$ cat config.mk
export PLATFORM = sky130hd
export DESIGN_NAME = instruction_fetch_flat
export DESIGN_NICKNAME = d
export VERILOG_FILES = /design/src/rtl/ifetch_pkg.sv /design/src/rtl/instruction_fetch_if.sv /design/src/rtl/ifetch_queue.sv /design/src/rtl/instruction_fetch.sv /design/src/flat_wrapper.sv
export SDC_FILE = /design/constraint.sdc
export NUM_CORES = 1
export LEC_CHECK = 0
export BUFFER_PORTS_ARGS = -buffer_cell sky130_fd_sc_hd__clkbuf_2
export CAP_MARGIN = 20
export CORE_ASPECT_RATIO = 1.1
export CORE_MARGIN = 4
export CORE_UTILIZATION = 35
export DETAILED_ROUTE_END_ITERATION = 8
export GPL_ROUTABILITY_DRIVEN = 0
export HOLD_SLACK_MARGIN = 0.02
export SETUP_SLACK_MARGIN = 0.2
export SYNTH_ARGS = -nofsm -noshare
export SYNTH_HDL_FRONTEND = slang
export SYNTH_SLANG_ARGS = --single-unit
export TNS_END_PERCENT = 50
$ cat constraint.sdc
create_clock -name clk -period 3.32 [get_ports clk]
set_input_delay 0.166 -clock clk [delete_from_list [all_inputs] [get_ports clk]]
set_output_delay 0.166 -clock clk [all_outputs]
set_load 0.005 [all_outputs]
$ cat src/rtl/ifetch_pkg.sv
// Shared definitions for the instruction fetch unit: FSM state encoding,
// PC step, default reset address and fetch queue depth.
package ifetch_pkg;

   typedef enum logic [1:0] {
      BOOT = 2'd0,
      RUN  = 2'd1,
      FULL = 2'd2
   } ifetch_state_e;

   localparam logic [1:0] ST_BOOT = 2'(BOOT);
   localparam logic [1:0] ST_RUN  = 2'(RUN);
   localparam logic [1:0] ST_FULL = 2'(FULL);

   localparam int unsigned PC_INC           = 4;
   localparam int unsigned DEFAULT_RESET_PC = 0;
   localparam int unsigned QUEUE_DEPTH      = 2;

endpackage

$ cat src/rtl/instruction_fetch_if.sv
// Fetch-side bus: instruction memory read port, redirect input and the
// valid/ready instruction hand-off towards decode.
interface instruction_fetch_if #(
   parameter int unsigned DATA_BITS = 32
);
   logic [DATA_BITS-1:0] index;
   logic [DATA_BITS-1:0] instruction;
   logic                 redirect_valid;
   logic [DATA_BITS-1:0] redirect_pc;
   logic                 inst_valid;
   logic                 inst_ready;
   logic [DATA_BITS-1:0] inst_out;
   logic [DATA_BITS-1:0] inst_pc;

   modport master (
      output index, inst_valid, inst_out, inst_pc,
      input  instruction, redirect_valid, redirect_pc, inst_ready
   );

   modport slave (
      input  index, inst_valid, inst_out, inst_pc,
      output instruction, redirect_valid, redirect_pc, inst_ready
   );
endinterface

$ cat src/rtl/ifetch_queue.sv
// Two-entry in-order instruction/PC queue; entry 0 is always the head, so
// the head outputs come straight from registers.
module ifetch_queue
   import ifetch_pkg::*;
#(
   parameter int unsigned DATA_BITS = 32
) (
   input  logic                 clk,
   input  logic                 rst_n,
   input  logic                 push,
   input  logic [DATA_BITS-1:0] push_inst,
   input  logic [DATA_BITS-1:0] push_pc,
   input  logic                 pop,
   input  logic                 flush,
   output logic [1:0]           occ,
   output logic [DATA_BITS-1:0] head_inst,
   output logic [DATA_BITS-1:0] head_pc
);

   logic [1:0][DATA_BITS-1:0] inst_q, inst_n;
   logic [1:0][DATA_BITS-1:0] pc_q, pc_n;
   logic [1:0]                occ_q, occ_n;
   logic                      pop_ok;
   logic                      push_ok;
   logic                      wr_sel;

   // Shift on pop, then append behind whatever remains.
   always_comb begin
      inst_n  = inst_q;
      pc_n    = pc_q;
      occ_n   = occ_q;
      pop_ok  = pop && (occ_q != 2'd0);
      push_ok = push && ((occ_q - 2'(pop_ok)) < 2'(QUEUE_DEPTH));
      wr_sel  = 1'(occ_q - 2'(pop_ok));
      if (flush) begin
         occ_n = 2'd0;
      end else begin
         if (pop_ok) begin
            inst_n[0] = inst_q[1];
            pc_n[0]   = pc_q[1];
         end
         if (push_ok) begin
            inst_n[wr_sel] = push_inst;
            pc_n[wr_sel]   = push_pc;
         end
         occ_n = occ_q - 2'(pop_ok) + 2'(push_ok);
      end
   end

   always_ff @(posedge clk or negedge rst_n) begin
      if (!rst_n) begin
         inst_q <= '0;
         pc_q   <= '0;
         occ_q  <= 2'd0;
      end else begin
         inst_q <= inst_n;
         pc_q   <= pc_n;
         occ_q  <= occ_n;
      end
   end

   assign occ       = occ_q;
   assign head_inst = inst_q[0];
   assign head_pc   = pc_q[0];

endmodule

$ cat src/rtl/instruction_fetch.sv
// Instruction fetch: issues word reads to a synchronous instruction memory and
// queues responses for decode. Define IFETCH_COUNT_EN to add the fetch_count output.
module instruction_fetch
   import ifetch_pkg::*;
#(
   parameter int unsigned DATA_BITS = 32,
   parameter int unsigned IMEM_SIZE = 128,
   parameter int unsigned RESET_PC  = DEFAULT_RESET_PC
) (
   input  logic                 clk,
   input  logic                 rst_n,
   instruction_fetch_if.master  bus
`ifdef IFETCH_COUNT_EN
   ,
   output logic [DATA_BITS-1:0] fetch_count
`endif
);

   localparam int unsigned IDX_BITS = $clog2(IMEM_SIZE);

   logic [DATA_BITS-1:0] pc_q, pc_n;
   logic [DATA_BITS-1:0] fl_pc_q, fl_pc_n;
   logic                 inflight_q, inflight_n;
   logic [1:0]           state_q, state_n;
   logic [1:0]           occ;
   logic [2:0]           load;
   logic                 pop;
   logic                 push;
   logic                 issue;

   assign bus.index      = DATA_BITS'(pc_q[IDX_BITS+1:2]);
   assign bus.inst_valid = (occ != 2'd0);
   assign pop            = bus.inst_valid & bus.inst_ready;
   assign push           = inflight_q & ~bus.redirect_valid;

   // Queued plus in-flight words after this cycle's pop must leave room for one more.
   assign load  = 3'(occ) - 3'(pop) + 3'(inflight_q);
   assign issue = ~bus.redirect_valid & (load < 3'd2);

   ifetch_queue #(
      .DATA_BITS (DATA_BITS)
   ) u_queue (
      .clk       (clk),
      .rst_n     (rst_n),
      .push      (push),
      .push_inst (bus.instruction),
      .push_pc   (fl_pc_q),
      .pop       (pop),
      .flush     (bus.redirect_valid),
      .occ       (occ),
      .head_inst (bus.inst_out),
      .head_pc   (bus.inst_pc)
   );

   always_comb begin
      pc_n       = pc_q;
      fl_pc_n    = fl_pc_q;
      inflight_n = 1'b0;
      state_n    = state_q;

      if (bus.redirect_valid) begin
         pc_n = bus.redirect_pc & ~DATA_BITS'(3);
      end else if (issue) begin
         pc_n       = pc_q + DATA_BITS'(PC_INC);
         fl_pc_n    = pc_q;
         inflight_n = 1'b1;
      end

      if (bus.redirect_valid) begin
         state_n = ST_RUN;
      end else begin
         case (state_q)
            ST_BOOT: state_n = ST_RUN;
            ST_RUN:  if (!pop && (occ == 2'd2 || (occ == 2'd1 && push))) state_n = ST_FULL;
            ST_FULL: if (pop) state_n = ST_RUN;
            default: state_n = ST_RUN;
         endcase
      end
   end

   always_ff @(posedge clk or negedge rst_n) begin
      if (!rst_n) begin
         pc_q       <= DATA_BITS'(RESET_PC);
         fl_pc_q    <= '0;
         inflight_q <= 1'b0;
         state_q    <= ST_BOOT;
      end else begin
         pc_q       <= pc_n;
         fl_pc_q    <= fl_pc_n;
         inflight_q <= inflight_n;
         state_q    <= state_n;
      end
   end

`ifdef IFETCH_COUNT_EN
   // A pop in a redirect cycle was still delivered, so it is counted.
   always_ff @(posedge clk or negedge rst_n) begin
      if (!rst_n) begin
         fetch_count <= '0;
      end else if (pop) begin
         fetch_count <= fetch_count + DATA_BITS'(1);
      end
   end
`endif

endmodule

$ cat src/flat_wrapper.sv
// flat-port wrapper written by rule: the top's interface ports become plain ports
module instruction_fetch_flat import ifetch_pkg::*;
#(
   parameter int unsigned DATA_BITS = 32,
   parameter int unsigned IMEM_SIZE = 128,
   parameter int unsigned RESET_PC  = DEFAULT_RESET_PC
)
  (clk, rst_n, bus_index, bus_inst_valid, bus_inst_out, bus_inst_pc, bus_instruction, bus_redirect_valid, bus_redirect_pc, bus_inst_ready);
  instruction_fetch_if #(.DATA_BITS(DATA_BITS)) bus_i ();
  input  logic clk;
  input  logic rst_n;
  output wire logic [$bits(bus_i.index)-1:0] bus_index;
  output wire logic [$bits(bus_i.inst_valid)-1:0] bus_inst_valid;
  output wire logic [$bits(bus_i.inst_out)-1:0] bus_inst_out;
  output wire logic [$bits(bus_i.inst_pc)-1:0] bus_inst_pc;
  input wire logic [$bits(bus_i.instruction)-1:0] bus_instruction;
  input wire logic [$bits(bus_i.redirect_valid)-1:0] bus_redirect_valid;
  input wire logic [$bits(bus_i.redirect_pc)-1:0] bus_redirect_pc;
  input wire logic [$bits(bus_i.inst_ready)-1:0] bus_inst_ready;
  assign bus_index = bus_i.index;
  assign bus_inst_valid = bus_i.inst_valid;
  assign bus_inst_out = bus_i.inst_out;
  assign bus_inst_pc = bus_i.inst_pc;
  assign bus_i.instruction = bus_instruction;
  assign bus_i.redirect_valid = bus_redirect_valid;
  assign bus_i.redirect_pc = bus_redirect_pc;
  assign bus_i.inst_ready = bus_inst_ready;
  instruction_fetch #(.DATA_BITS(DATA_BITS), .IMEM_SIZE(IMEM_SIZE), .RESET_PC(RESET_PC)) u_core (.clk(clk), .rst_n(rst_n), .bus(bus_i));
endmodule
==> impl_metrics.yaml <==
status:
  status: "completed"
power_and_ir_drop:
  p_per_area_nw_per_um2: 872
  ir_worst_vdd_v: 0.000326
  p_leak_nw: 4.79
logic_synthesis:
  synth.largest_area_cell: "dfrtp_1"
  synth-seq-cells: 189
  synth_seq_area_share: 0.531
  synth_flop_cell: "dfrtp_1"
  synthMostInstantiatedCell: "dfrtp_1"
  syn_area_per_cell_um2: 11.3
  synth_area_um2: 8910
  synth_cell_types: 41
  yosysWarnings: 0
  ys_top_cells_by_area: "dfrtp_1 53%, mux2_2 11%, buf_4 8.1%"
  synth_edf_count: 0
  synth.top_cell.area_share: 0.531
  postSynthCellCount: 785
  synth_common_cells: "189 x dfrtp_1, 96 x buf_4, 85 x mux2_2"
  async_flop_share: 1.00
setup_path:
  r2r_start: "u_core.u_queue.occ[0]"
  worstPathMaxFanout: 5
  setup.worst_path.end_class: "flip-flop"
  crit_arrival_ns: 3.33
  crit_type: "reg -> reg"
  path_cells: "or2_2 -> nand2_2 -> inv_1 -> ha_1 -> nand2b_1 -> fa_2 -> xor2_2 -> or4_4 -> nor4_4 -> xnor2_1 -> o21ai_1"
  cp.required_ns: 3.62
  slowest_stage: "or4_4"
  reg2regPathDepth: 11
  cp_top_family: "simple AND/OR/NAND/NOR gates"
  startpoint_type: "flip-flop"
  reg2reg_to: "u_core.pc_q[26]"
  slowest_delay_ns: 0.60
  path_buf_inv: 1
  r2r_setup_slack_ns: 0.29
cts:
  cts_root_buffer: "clkbuf_16"
  clk-insertion-delay-late_ns: 0.43
  cts_max_level: 4
  clkTransAtPathRegs_ns: 0.08
  tritoncts: "done"
  numClockSinks: 189
  numCtsBuffers: 17
  clockBufferDepth: 2
  cts_setup_buffers: 0
grt:
  met1_usage: 0.180
  grt_usage: 0.137
  grt_overflow: 0
  grt_pass1_wl_um: 31200
  grt_pass1_vias: 5804
  met2_usage: 0.233
  top_usage_layer: "met2"
  grt_use_met3: 0.0298
  grt_max_degree: 92
  grt_antenna_before_repair: 0
final_layout:
  antenna_cells: 0
  areaGrowthSynthToFinish_pct: 19.5
  fin_area_um2: 10600
  final_util: 0.430
  drive_gt1_frac: 0.305
  nNetsFinal: 984
timing:
  rsz0062_at_grt: "yes"
  clock_skew_ns: 0.0104
  finalSetupViolCount: 0
  relSlewSlack: 0.439
  finalMaxSlewViolations: 0
  fmax_mhz: 330
  hold_slack_ns: 0.0976
  min_period_ns: 3.03
  tightest_slew_ns: 0.842
  timing.setup.tns_ns: 0
  hold_violations: 0
  finalCritPeriodShare: 0.913
worst_hold_path:
  hp-start: "bus_redirect_valid"
  min_path_type: "in -> reg"
  hold_end: "u_core.u_queue.occ[1]"
  whs_path_depth: 2
routing:
  vias: 5785
  routed_wl_um: 19100
  viasPerCell: 4.69
  drc: 0
  wl_per_cell_um: 15.5
  drtIter0Drc: 318
  antenna_left: 0
  firstDrtPassIters: 4
floorplan:
  initial_core_util: 0.360
  die_h_um: 175
  std_cell_rows: 60
  pin_count: 165
  core-area_um2: 24800
  dieArea_um2: 28100
  die_width_um: 160
placement:
  hpwl_um: 12600
  port_buffers: 137
  place_area_um2: 9370
flow_run:
  maxCapViolations: 0
-- layout make-up --
| cell class | instances | area, µm² |
|---|---|---|
| inverter | 9 | 33.8 |
| tap | 310 | 388 |
| clock inverter | 15 | 161 |
| sequential | 189 | 4730 |
| multi-input combinational | 479 | 3430 |
| timing repair buffer | 215 | 1480 |
| fill | 2359 | 14100 |
| clock buffer | 17 | 425 |
-- stage by stage --
stage / worst slack [ns] / total power [mW] / instances
5_1_grt: 0.149 / 9.99 / 1234
4_1_cts: 0.135 / 9.43 / 1234
2_1_floorplan: 0.257 / 6.63 / 809
6_report: 0.290 / 9.28 / 1234
3_3_place_gp: 0.167 / 7.18 / 1139
3_5_place_dp: 0.146 / 7.30 / 1139
-- routing by layer --
layer | wire [µm] | up-vias | share of wire
met5 | 0 | - | 0
met4 | 202 | 0 | 0.011
met3 | 778 | 12 | 0.041
met2 | 9490 | 125 | 0.50
met1 | 8620 | 2826 | 0.45
li1 | - | 2822 | -
-- registers in the layout, indices dropped and copies added (netlist names) --
signal	flops
u_core.u_queue.inst_q	32
u_core.pc_q	30
u_core.inflight_q	1
u_core.u_queue.occ	2
u_core.u_queue.pc_q	30
u_core.u_queue.head_inst	32
u_core.u_queue.head_pc	32
u_core.fl_pc_q	30
-- worst max path at each step --
stage	startpoint	to	slack [ns]	cells past startpoint
6_report	u_core.u_queue.occ[0]	u_core.pc_q[26]	0.29	11
3_3_place_gp	u_core.u_queue.occ[0]	u_core.pc_q[24]	0.17	11
4_1_cts	u_core.u_queue.occ[0]	u_core.pc_q[28]	0.13	11
5_1_grt	u_core.u_queue.occ[0]	u_core.pc_q[26]	0.15	11
3_5_place_dp	u_core.u_queue.occ[0]	u_core.pc_q[28]	0.15	11
2_1_floorplan	u_core.u_queue.occ[1]	u_core.pc_q[28]	0.26	11
-- cell usage in the layout, fill, tap and decap left out, types with 10 or more instances in the layout --
| cell type | count |
|---|---|
| a21oi_1 | 63 |
| buf_4 | 12 |
| clkbuf_16 | 17 |
| clkbuf_2 | 136 |
| conb_1 | 25 |
| dfrtp_1 | 189 |
| dlygate4sd3_1 | 63 |
| mux2_2 | 85 |
| mux2i_1 | 63 |
| nand2_1 | 42 |
| nand3_1 | 19 |
| nor2_1 | 67 |
| o21ai_0 | 24 |
| xnor2_1 | 10 |
| xor2_1 | 18 |
-- logic make-up after synthesis --
kind of cell / share of synthesized area
flip-flops: 0.531
AND/OR/NAND/NOR: 0.0907
multiplexers: 0.185
buffers and inverters: 0.103
AO/OA/AOI/OAI: 0.0544
XOR/XNOR: 0.0285
adder cells (fa/ha/maj): 0.00787
other: 0.000421
-- timing repair --
action                                  CTS  global route
pin swaps                                 0             2
gates resized for setup                   1             8
endpoints found under the setup margin    6            18
endpoints found under the hold margin   183             0
cloned                                    0             0
hold buffers                             63             0
-- power breakdown --
part | leakage (nW) | switching [mW] | internal [mW]
clock network | 0.290 | 1.01 | 1.02
registers | 2.28 | 0.605 | 3.33
logic | 2.22 | 1.58 | 1.74
No activity file was read; power rests on OpenSTA's default activity.
